File: src/rtl/hyperbus_delay_tuner.sv
// HyperBus strobe/clock delay tuner: per-channel clock-mux tap trees whose select
// codes are ramped one LSB at a time toward a requested code, with idle gaps between steps.

module CKMUX2M2R (
    input  logic I0,
    input  logic I1,
    input  logic S,
    output logic Z
);
    assign Z = S ? I1 : I0;
endmodule

module hbdt_chan #(
    parameter int TAP_W = 3
) (
    input  logic [TAP_W-1:0] sel_i,
    input  logic             sig_i,
    output logic             sig_o
);
    localparam int NT = 2**TAP_W;

    // Tap delays come from the physical placement/routing of the tap cells,
    // so logically every tap carries the same signal.
    logic [NT-1:0] tap;
    assign tap = {NT{sig_i}};

    for (genvar k = 0; k < TAP_W; k++) begin : g_lvl
        localparam int N = 2**(TAP_W-1-k);
        logic [N-1:0] y;
        for (genvar j = 0; j < N; j++) begin : g_mux
            logic a, b;
            if (k == 0) begin : g_leaf
                assign a = tap[2*j];
                assign b = tap[2*j+1];
            end else begin : g_node
                assign a = g_lvl[k-1].y[2*j];
                assign b = g_lvl[k-1].y[2*j+1];
            end
            CKMUX2M2R u_mux (.I0(a), .I1(b), .S(sel_i[k]), .Z(y[j]));
        end
    end

    assign sig_o = g_lvl[TAP_W-1].y[0];
endmodule

module hyperbus_delay_tuner #(
    parameter int NUM_CH    = 2,
    parameter int TAP_W     = 3,
    parameter int RST_CODE  = 0,
    parameter int STEP_WAIT = 2
) (
    input  logic                    clk_i,
    input  logic                    rst_ni,
    input  logic                    cfg_valid_i,
    output logic                    cfg_ready_o,
    input  logic [2:0]              cfg_ch_i,
    input  logic [TAP_W-1:0]        cfg_code_i,
    output logic                    busy_o,
    output logic [NUM_CH*TAP_W-1:0] cur_code_o,
    input  logic [NUM_CH-1:0]       sig_i,
    output logic [NUM_CH-1:0]       sig_o
);
    typedef enum logic [1:0] {IDLE, STEP, WAIT} state_e;

    localparam logic [TAP_W-1:0] RST_C = TAP_W'(RST_CODE);
    localparam logic [3:0]       WLAST = 4'((STEP_WAIT > 0) ? STEP_WAIT - 1 : 0);

    state_e                         state_q, state_d;
    logic [NUM_CH-1:0][TAP_W-1:0]   code_q, code_d;
    logic [TAP_W-1:0]               tgt_q, tgt_d;
    logic [2:0]                     ch_q, ch_d;
    logic [3:0]                     wcnt_q, wcnt_d;

    logic [TAP_W-1:0] cfg_cur, act, stepped;
    logic             ch_ok;

    always_comb begin
        state_d = state_q;
        code_d  = code_q;
        tgt_d   = tgt_q;
        ch_d    = ch_q;
        wcnt_d  = wcnt_q;
        cfg_cur = '0;
        ch_ok   = 1'b0;
        act     = '0;
        for (int c = 0; c < NUM_CH; c++) begin
            if (cfg_ch_i == 3'(c)) begin
                ch_ok   = 1'b1;
                cfg_cur = code_q[c];
            end
            if (ch_q == 3'(c)) act = code_q[c];
        end
        // Only ever one LSB toward the target, so the code can never wrap.
        stepped = (tgt_q > act) ? act + 1'b1 : act - 1'b1;

        case (state_q)
            IDLE: begin
                if (cfg_valid_i && ch_ok && (cfg_code_i != cfg_cur)) begin
                    ch_d    = cfg_ch_i;
                    tgt_d   = cfg_code_i;
                    state_d = STEP;
                end
            end
            STEP: begin
                for (int c = 0; c < NUM_CH; c++)
                    if (ch_q == 3'(c)) code_d[c] = stepped;
                wcnt_d = '0;
                if (STEP_WAIT > 0)        state_d = WAIT;
                else if (stepped != tgt_q) state_d = STEP;
                else                       state_d = IDLE;
            end
            WAIT: begin
                if (wcnt_q == WLAST) begin
                    wcnt_d  = '0;
                    state_d = (act != tgt_q) ? STEP : IDLE;
                end else begin
                    wcnt_d = wcnt_q + 4'd1;
                end
            end
            default: state_d = IDLE;
        endcase
    end

    always_ff @(posedge clk_i or negedge rst_ni) begin
        if (!rst_ni) begin
            state_q <= IDLE;
            code_q  <= {NUM_CH{RST_C}};
            tgt_q   <= RST_C;
            ch_q    <= '0;
            wcnt_q  <= '0;
        end else begin
            state_q <= state_d;
            code_q  <= code_d;
            tgt_q   <= tgt_d;
            ch_q    <= ch_d;
            wcnt_q  <= wcnt_d;
        end
    end

    assign cfg_ready_o = (state_q == IDLE);
    assign busy_o      = ~cfg_ready_o;
    assign cur_code_o  = code_q;

    for (genvar c = 0; c < NUM_CH; c++) begin : g_ch
        hbdt_chan #(.TAP_W(TAP_W)) u_ch (
            .sel_i (code_q[c]),
            .sig_i (sig_i[c]),
            .sig_o (sig_o[c])
        );
    end
endmodule

File: config.mk
export PLATFORM = sky130hd
export DESIGN_NAME = hyperbus_delay_tuner
export DESIGN_NICKNAME = d
export VERILOG_FILES = /design/src/rtl/hyperbus_delay_tuner.sv
export SDC_FILE = /design/constraint.sdc
export NUM_CORES = 1
export LEC_CHECK = 0
export BUFFER_PORTS_ARGS = -buffer_cell sky130_fd_sc_hd__buf_2
export CAP_MARGIN = 5
export CORE_MARGIN = 2
export CORE_UTILIZATION = 60
export DETAILED_ROUTE_END_ITERATION = 16
export HOLD_SLACK_MARGIN = 0.05
export PLACE_DENSITY_LB_ADDON = 0.1
export SETUP_SLACK_MARGIN = 0.4
export SLEW_MARGIN = 10
export SYNTH_ARGS = -nofsm -noshare
export SYNTH_HDL_FRONTEND = slang
export SYNTH_SLANG_ARGS = --single-unit
File: constraint.sdc
create_clock -name clk_i -period 4.7 [get_ports clk_i]
set_clock_uncertainty 0.2 [all_clocks]
set_input_delay 0.47 -clock clk_i [delete_from_list [all_inputs] [get_ports clk_i]]
set_output_delay 0.47 -clock clk_i [all_outputs]
set_load 0.02 [all_outputs]
# After elaboration in Yosys (flattened, before gate mapping)
# Index checks and enable logic that the tools add are counted.
dict set report word_totals {
  register_bits 18
  inputBits 11
  output_inout_bits 10
  word_cells 43
}
dict set report classes {
  n_addsub 3
  magnitude_cmp 1
  eq_ne 9
  n_mux 13
  n_bitwise 1
  reduce_logical 10
}
# operator count
set op_table {}
lappend op_table {{$mux W3} 5}
lappend op_table {{$pmux W4 S2} 1}
lappend op_table {{$reduce_and A2 Y1} 4}
lappend op_table {{$eq A3 B1 Y1 const B} 2}
lappend op_table {{$logic_not A3 Y1} 2}
lappend op_table {{$ne A3 B3 Y1} 2}
lappend op_table {{$pmux W2 S3} 1}
lappend op_table {{$add A4 B1 Y4 const B} 1}
lappend op_table {{$eq A4 B1 Y1 const B} 1}
lappend op_table {{$mux W2} 2}
lappend op_table {{$mux W4} 1}
lappend op_table {{$add A3 B1 Y3 const B} 1}
lappend op_table {{$gt A3 B3 Y1} 1}
lappend op_table {{$mux W1} 3}
lappend op_table {{$sub A3 B1 Y3 const B} 1}
lappend op_table {{$eq A2 B1 Y1 const B} 1}
lappend op_table {{$eq A2 B2 Y1 const B} 1}
lappend op_table {{$logic_and A1 B1 Y1} 2}
lappend op_table {{$logic_not A2 Y1} 1}
lappend op_table {{$ne A2 B1 Y1 const B} 1}
lappend op_table {{$ne A2 B2 Y1 const B} 1}
lappend op_table {{$reduce_bool A2 Y1} 1}
lappend op_table {{$not A1 Y1} 1}

# Depth between registers and ports, before layout
# Gate-level depths: netlist of the first run.
dict set report logic_depth {
  depth_word 7
  ltp_mapped 12
  mapped_depth_nobuf 11
}

# Cells and area by module
# Synthesis of the first run repeated with hierarchy kept, for this count alone.
dict set report unflattened {
  cells_unflattened 147
  area_unflattened_um2 1456.4
}
# module n_inst cells_each area_per_inst_um2 seq_area_each_um2
set by_module_without_submodules {}
lappend by_module_without_submodules {hyperbus_delay_tuner 1 133 1246.2 450.4}
lappend by_module_without_submodules {CKMUX2M2R 14 1 15.0 0.0}

# Least setup slack after synthesis of the first run
# OpenSTA, ideal clock, no wires.
dict set report synth_path {
  kind {reg-to-reg}
  from {register ch_q[0]}
  to {register code_q, in the netlist cur_code_o[1]}
  setup_time_ns 0.125
  t_arrival_ns 2.591
  required_ns 4.375
  path_slack_ns 1.784
  stages_incl_launch_ff 11
  n_path_buf 1
  synth_period_minus_slack_ns 2.916
  path_cell_list {dfrtp_1 -> clkbuf_1 -> mux2_2 -> and2_1 -> inv_1 -> ha_1 -> nor2b_1 -> o21a_1 -> o21ai_0 -> fa_1 -> mux2_2}
}
dict set report synth_via {
  elab_chain_cells 5
  word_cells_on_any_way 9
  classes_between {2 x add/sub; 1 x order compare; 1 x eq/ne; 3 x mux; 2 x reduce/logical}
}
# element line_no
set synth_rtl {}
lappend synth_rtl {{from (decl)} 71} ;# logic [2:0] ch_q, ch_d;
lappend synth_rtl {{from (signal assigned)} 135} ;# ch_q <= ch_d;
lappend synth_rtl {{$logic_not A3 Y1} 91} ;# if (ch_q == 3'(c)) act = code_q[c];
lappend synth_rtl {{$mux W3} 91}
lappend synth_rtl {{$mux W3 (*)} 91}
lappend synth_rtl {{$sub A3 B1 Y3, or another cell as far along} 94} ;# stepped = (tgt_q > act) ? act + 1'b1 : act - 1'b1;
lappend synth_rtl {{$mux W3 (*)} 94}
lappend synth_rtl {{via stepped[1]} 74} ;# logic [TAP_W-1:0] cfg_cur, act, stepped;
lappend synth_rtl {{to (signal assigned)} 127} ;# code_q <= {NUM_CH{RST_C}};
lappend synth_rtl {{to (signal assigned)} 133} ;# code_q <= code_d;
lappend synth_rtl {{to (decl)} 69} ;# logic [NUM_CH-1:0][TAP_W-1:0] code_q, code_d;
# Mark *: on every way through the listed nets, which the timed path passes. The rest lies on a longest branch.
# A chain may end at the register's enable or synchronous reset.

# Worst setup path in the final report of the first run
dict set report layout_path {
  from {register ch_q[0]}
  to {register code_q, in the netlist cur_code_o[4]}
}
# The elaborated chain is that of the path after synthesis.

==> flow_summary.yaml, run 1 <==
cells_and_area:
  antenna_cells: 0
  fillers: 171
  drive_gt1_share_pct: 18.0
  area.sequential_sq_um: 450
  multi_input_comb_area_sq_um: 739
  nets: 172
  syn_to_final_growth_pct: 5.55
floorplan:
  die_w_microns: 50.7
  fp.dieH_microns: 50.7
  core_area_sq_um: 2000
  die_area_sq_um: 2570
  start_util_pct: 65.3
  rows: 16
  num_io_pins: 21
clock_network:
  cts_resized: 0
  cts_made_buffers: 3
  h-tree-depth: 1
  cts_buffer_depth: 2
  clk_latency_ns: 0.29
  clockRootBuffer: "clkbuf_4"
  cts.sinks: 18
  cts_tree: "done"
  clk_pin_slew_ns: 0.10
worst_setup_path:
  startpoint: "ch_q[0]$_DFFE_PN0P_"
  crit_top_cell: "mux2_2"
  cpPeakStageDelay_ns: 0.49
  arrival_ns: 2.94
  crit_required_ns: 4.68
  cp-end-kind: "register"
  crit_fanout: 7
  crit_path_start_kind: "register"
  crit_type: "reg -> reg"
  critical-path-top-delay-family: "adder cells"
  worstReg2RegStart: "ch_q[0]$_DFFE_PN0P_"
  cp_num_buf_inv: 1
  worstPathCellList: "mux2_2, and2_1, inv_1, ha_1, nor2b_1, o21a_1, o21ai_0, fa_1, mux2_2"
  cpMaxStageDelayCell: "fa_1"
routing:
  drt_iter0_drc: 14
  vias: 1017
  routed_via_density: 5.75
  first_pass_iters: 4
  drc: 0
  antenna_left: 0
  routed_wl_microns: 2470
  wl_per_cell_microns: 14.0
sta:
  period_share_pct: 62.9
  slew_headroom_pct: 55.4
  tightest_slew_ns: 0.667
  fin_crit_ns: 2.96
  slew_violations: 0
  grt_setup_unrepaired: "no"
  hold_viol_final: 0
  final-setup-viol-count: 0
  tns_ns: 0
  max_freq_ghz: 0.338
synthesis:
  syn_nets: 163
  syn_area_per_cell_sq_um: 9.21
  syn_area_sq_um: 1310
  ys_seq_area_share_pct: 34.4
  ys_types: 37
  synth_cells: 142
  ys_warn_count: 0
  ys_seq_elements: 18
grt:
  grtUsageTotal_pct: 21.0
  grt_pass1_vias: 935
  grt_pass1_wl_microns: 4080
  gr-total-overflow: 0
  grt_start_max_net_pins: 19
  antenna_found_initial: 0
worst_hold_path:
  hold_path.class: "reg -> reg"
  worstHoldStart: "cur_code_o[3]$_DFFE_PN0P_"
run_status:
  status: "completed"
run:
  cap_violations: 0
power:
  p_total_mw: 0.890
  powerDensity_nw_per_um2: 645
  p_leak_nw: 0.626
  ir_worst_vdd_v: 0.000337
place:
  place_congestion: 0.886
  dp_hpwl_microns: 1940
  port_buffers: 16
==> placed cells by master, fill, tap and decap left out, drive strengths merged <==
cell type    synthesis  final
dfrtp               18     18
buf                 11     16
nand2               12     12
nor2                 9      9
ha                   9      9
inv                  8      8
nand3                8      8
mux2                 7      7
o21ai                6      6
xor2                 6      6
a21oi                5      5
o211ai               5      5
mux2i                4      4
or3                  4      4
a2bb2oi              4      4
clkbuf               2      4
o21a                 2      2
and2                 2      2
nor3                 2      2
o31a                 2      2
nor4                 2      2
and3                 2      2
a21boi               2      2
nor2b                1      1
a211oi               1      1
or3b                 1      1
a21o                 1      1
o2111ai              1      1
o31ai                1      1
o41ai                1      1
nor3b                1      1
o22ai                1      1
fa                   1      1
dlygate4sd3          0      1
==> cell families (layout without fill, tap and decap cells) <==
| group | count (synthesis) | count (layout) | share of synthesized area (%) |
|---|---|---|---|
| buffers and inverters | 21 | 29 | 9.00 |
| multiplexers | 11 | 11 | 9.09 |
| flip-flops | 18 | 18 | 34.4 |
| XOR/XNOR | 6 | 6 | 4.02 |
| AO/OA/AOI/OAI | 32 | 32 | 16.9 |
| adder cells (fa/ha/maj) | 10 | 10 | 10.1 |
| AND/OR/NAND/NOR | 44 | 44 | 16.4 |
==> power by group <==
part	switching, mW	internal, mW	total (mW)
Combinational	0.295	0.228	0.523
Sequential	0.0612	0.211	0.272
Clock	0.0477	0.0471	0.0948
Total	0.404	0.487	0.890
==> metrics by stage <==
step	cells	area (sq um)	hold WS [ns]	utilization, %	setup slack, ns
2_1_floorplan	142	1310	-0.0256	-	1.78
3_3_place_gp	172	1330	0.226	66.6	1.82
3_5_place_dp	172	1330	0.228	66.6	1.78
4_1_cts	177	1380	0.332	68.9	1.76
5_1_grt	177	1380	0.347	68.9	1.55
6_report	177	1380	0.336	68.9	1.74
==> synthesized netlist by cell type <==
master	count	area (sq um)
a211oi_1	1	7.51
a21boi_0	2	15.0
a21o_1	1	7.51
a21oi_1	5	25.0
a2bb2oi_1	4	35.0
and2_1	2	12.5
and3_1	2	12.5
buf_1	1	3.75
buf_2	1	5.00
buf_4	8	60.1
buf_6	1	11.3
clkbuf_1	2	7.51
dfrtp_1	18	450
fa_1	1	20.0
ha_1	9	113
inv_1	8	30.0
mux2_1	1	11.3
mux2_2	6	67.6
mux2i_1	4	40.0
nand2_1	12	45.0
nand3_1	8	40.0
nor2_1	9	33.8
nor2b_1	1	6.26
nor3_1	2	10.0
nor3b_1	1	7.51
nor4_1	2	12.5
o2111ai_1	1	8.76
o211ai_1	5	37.5
o21a_1	2	15.0
o21ai_0	6	30.0
o22ai_1	1	6.26
o31a_1	2	17.5
o31ai_1	1	7.51
o41ai_1	1	8.76
or3_1	4	25.0
or3b_2	1	8.76
xor2_1	6	52.6
==> final timing paths <==
path,depth (start not counted),slack [ns],end
worst min register to register,1,0.34,cur_code_o[3]$_DFFE_PN0P_
worst max-delay path,9,1.74,cur_code_o[4]$_DFFE_PN0P_
worst max register to register,9,1.74,cur_code_o[4]$_DFFE_PN0P_
max in group asynchronous,2,3.58,wcnt_q[2]$_DFFE_PN0P_
worst min-delay path,1,0.34,cur_code_o[3]$_DFFE_PN0P_
min in group asynchronous,2,0.43,tgt_q[1]$_DFFE_PN0P_
==> routing by layer <==
layer  up-vias  track usage (%)  share of wire, %
met3         0             3.57               4.0
met5         -                0                 0
met4         0             4.95                 0
met1       479             26.8                48
li1        518                -                 -
met2        20             36.8                48
==> repair_timing <==
| item | 4_1_cts | 5_1_grt |
|---|---|---|
| endpoints found under the setup margin | 0 | 0 |
| hold buffers | 1 | 0 |
| endpoints found under the hold margin | 18 | 0 |
| buffers inserted | 0 | 0 |
==> state kept, by name (all words and copies together), names as in the netlist <==
signal / flops
wcnt_q: 4
cur_code_o: 6
ch_q: 3
tgt_q: 3
state_q: 2
==> cell type report <==
cell class,instances,share of cell area [%]
repair buffers,17,6.53
flip-flops and latches,18,32.6
inverters,8,2.18
multi-input cells,103,53.6
well taps,27,2.45
clock buffers,4,2.63
Power figures use the tool's default switching activity.
==> inputs of run 2 (changes only) <==
Settings changed: CORE_UTILIZATION 60 to 55.
Clock period 4.7 ns to 2.82 ns, I/O delays scaled along.
==> run 2 against run 1 <==
  * Final cell count grew 5.1%
  * Design area is 8.6% higher
  * Clock-buffer cell count is the same
  * Flip-flop and latch count is the same
  * Register-to-register slack worse by 1.6 ns
  * Combinational power up 130%
  * Core utilization is 1.8 points lower
  * Clock power increased by 75%
  * Largest cell class unchanged
==> flow_summary.yaml, run 2 (same netlist as run 1, synthesis figures left out) <==
cells_and_area:
  post-route-util_pct: 67.1
  syn_to_final_growth_pct: 14.6
  layout_commonest_cell: "dfrtp_1"
  largest_reg_flops: 6
  design_area_sq_um: 1500
  nets: 180
  drive_gt1_share_pct: 28.5
  layout_common_cells: "17 x dfrtp_1, 16 x buf_2, 12 x nand2_1"
  antenna_cells: 0
floorplan:
  fp.dieH_microns: 52.8
  core_area_sq_um: 2230
  rows: 17
  start_util_pct: 58.5
  die_area_sq_um: 2780
  die_w_microns: 52.8
  num_io_pins: 21
sta:
  tns_ns: 0
  period_share_pct: 96.0
  tightest_slew_ns: 0.692
  fin_crit_ns: 2.71
  hold_viol_final: 0
  slew_violations: 0
  max_freq_ghz: 0.369
  fin_ws_ns: 0.113
  final-setup-viol-count: 0
  slew_headroom_pct: 53.7
  grt_setup_unrepaired: "yes"
routing:
  drc: 0
  vias: 1086
  routed_via_density: 5.84
  wl_per_cell_microns: 15.1
  first_pass_iters: 4
  drt_iter0_drc: 32
  antenna_left: 0
  routed_wl_microns: 2810
grt:
  gr-total-overflow: 0
  grt_pass1_vias: 1010
  grt_start_max_net_pins: 19
  grt_pass1_wl_microns: 4660
  antenna_found_initial: 0
  grtUsageTotal_pct: 23.0
power:
  ir_worst_vdd_v: 0.000797
  p_int_mw: 1.03
  p_sw_mw: 0.806
  p_leak_nw: 0.683
  powerDensity_nw_per_um2: 1230
  p_total_mw: 1.84
  p_sw_share_pct: 43.8
  clock_power_share_pct: 9.0
  pwr-share-seq_pct: 25.0
  power_frac_comb_pct: 66.0
clock_network:
  cts.sinks: 18
  clockRootBuffer: "clkbuf_4"
  h-tree-depth: 1
  cts_buffer_depth: 2
  cts_tree: "done"
  clk_latency_ns: 0.31
  clk_pin_slew_ns: 0.12
  cts_made_buffers: 3
place:
  dpl_cell_area_sq_um: 1360
  port_buffers: 16
  pre_cts_slack_ns: 0.0851
  place_congestion: 0.737
  dp_hpwl_microns: 1990
run:
  cap_violations: 0
worst_setup_path:
  rrSetupSlack_ns: 0.11
  cp-end-kind: "register"
  critical-path-top-delay-family: "adder cells"
  crit_required_ns: 2.83
  cp_num_buf_inv: 1
  worstPathCellList: "mux2_4, and2_4, inv_4, ha_4, nor2b_4, o21a_1, o21ai_2, fa_2, mux2_2"
  cpMaxStageDelayCell: "fa_2"
  cpPeakStageDelay_ns: 0.46
  crit_type: "reg -> reg"
  worstReg2RegStart: "ch_q[0]$_DFFE_PN0P_"
  arrival_ns: 2.71
  crit_path_start_kind: "register"
  crit_fanout: 4
  rr_worst_depth: 9
  r2r-end: "cur_code_o[1]$_DFFE_PN0P_"
worst_hold_path:
  worstHoldStart: "cfg_code_i[1]"
  hold-path-endpoint: "tgt_q[1]$_DFFE_PN0P_"
  hold_path.class: "in -> reg"
  holdPathStages: 4
run_status:
  status: "completed"
[run 2: power groups by stage]
| stage | clock network (mW) | registers (mW) | logic (mW) |
|---|---|---|---|
| 2_1_floorplan | 0 | 0.427 | 0.850 |
| 3_3_place_gp | 0 | 0.464 | 0.926 |
| 3_5_place_dp | 0 | 0.470 | 0.960 |
| 4_1_cts | 0.174 | 0.461 | 1.04 |
| 5_1_grt | 0.188 | 0.475 | 1.34 |
| 6_report | 0.166 | 0.460 | 1.21 |
[run 2: cell type report]
class | instances | area, sq um
multi-input cells | 103 | 793
fillers | 176 | 734
flip-flops and latches | 18 | 452
repair buffers | 25 | 150
clock buffers | 4 | 36.3
well taps | 28 | 35.0
inverters | 8 | 32.5
[run 2: metrics by stage]
stage | hold slack (ns) | instances
floorplan | -0.214 | 142
global placement | 0.0315 | 173
detailed placement | 0.0395 | 173
CTS | 0.140 | 182
global route | 0.146 | 186
finish | 0.145 | 186
[run 2: worst register-to-register path, stage by stage (launching register included)]
cell and delay (ns):
dfrtp_2 0.45, mux2_4 0.30, and2_4 0.18, inv_4 0.06, ha_4 0.19, nor2b_4 0.12, o21a_1 0.20, o21ai_2 0.17
fa_2 0.46, mux2_2 0.27
[run 2: what timing repair did]
action / in CTS / in global routing
buffers inserted: 4 / 4
pin swaps: 2 / 8
hold buffers: 1 / 0
hold endpoints to repair: 18 / 0
gates resized for setup: 3 / 6
setup endpoints to repair: 4 / 5
[run 2: worst max-delay path by stage]
stage	cells past startpoint	slack [ns]	to	from
floorplan	10	0.19	cur_code_o[1]$_DFFE_PN0P_	ch_q[0]$_DFFE_PN0P_
CTS	9	0.14	cur_code_o[1]$_DFFE_PN0P_	ch_q[0]$_DFFE_PN0P_
global route	11	-0.02	cur_code_o[2]$_DFFE_PN0P_	ch_q[0]$_DFFE_PN0P_
global placement	9	0.15	cur_code_o[1]$_DFFE_PN0P_	ch_q[0]$_DFFE_PN0P_
detailed placement	9	0.09	cur_code_o[1]$_DFFE_PN0P_	ch_q[0]$_DFFE_PN0P_
finish	9	0.11	cur_code_o[1]$_DFFE_PN0P_	ch_q[0]$_DFFE_PN0P_
[run 2: routing by layer]
| metal | up-vias | track usage, % | share of wire (%) |
|---|---|---|---|
| met4 | 0 | 2.99 | 0.50 |
| met1 | 513 | 30.7 | 45 |
| met2 | 34 | 37.7 | 50 |
| met5 | - | 0 | 0 |
| met3 | 2 | 6.86 | 4.9 |
| li1 | 537 | - | - |
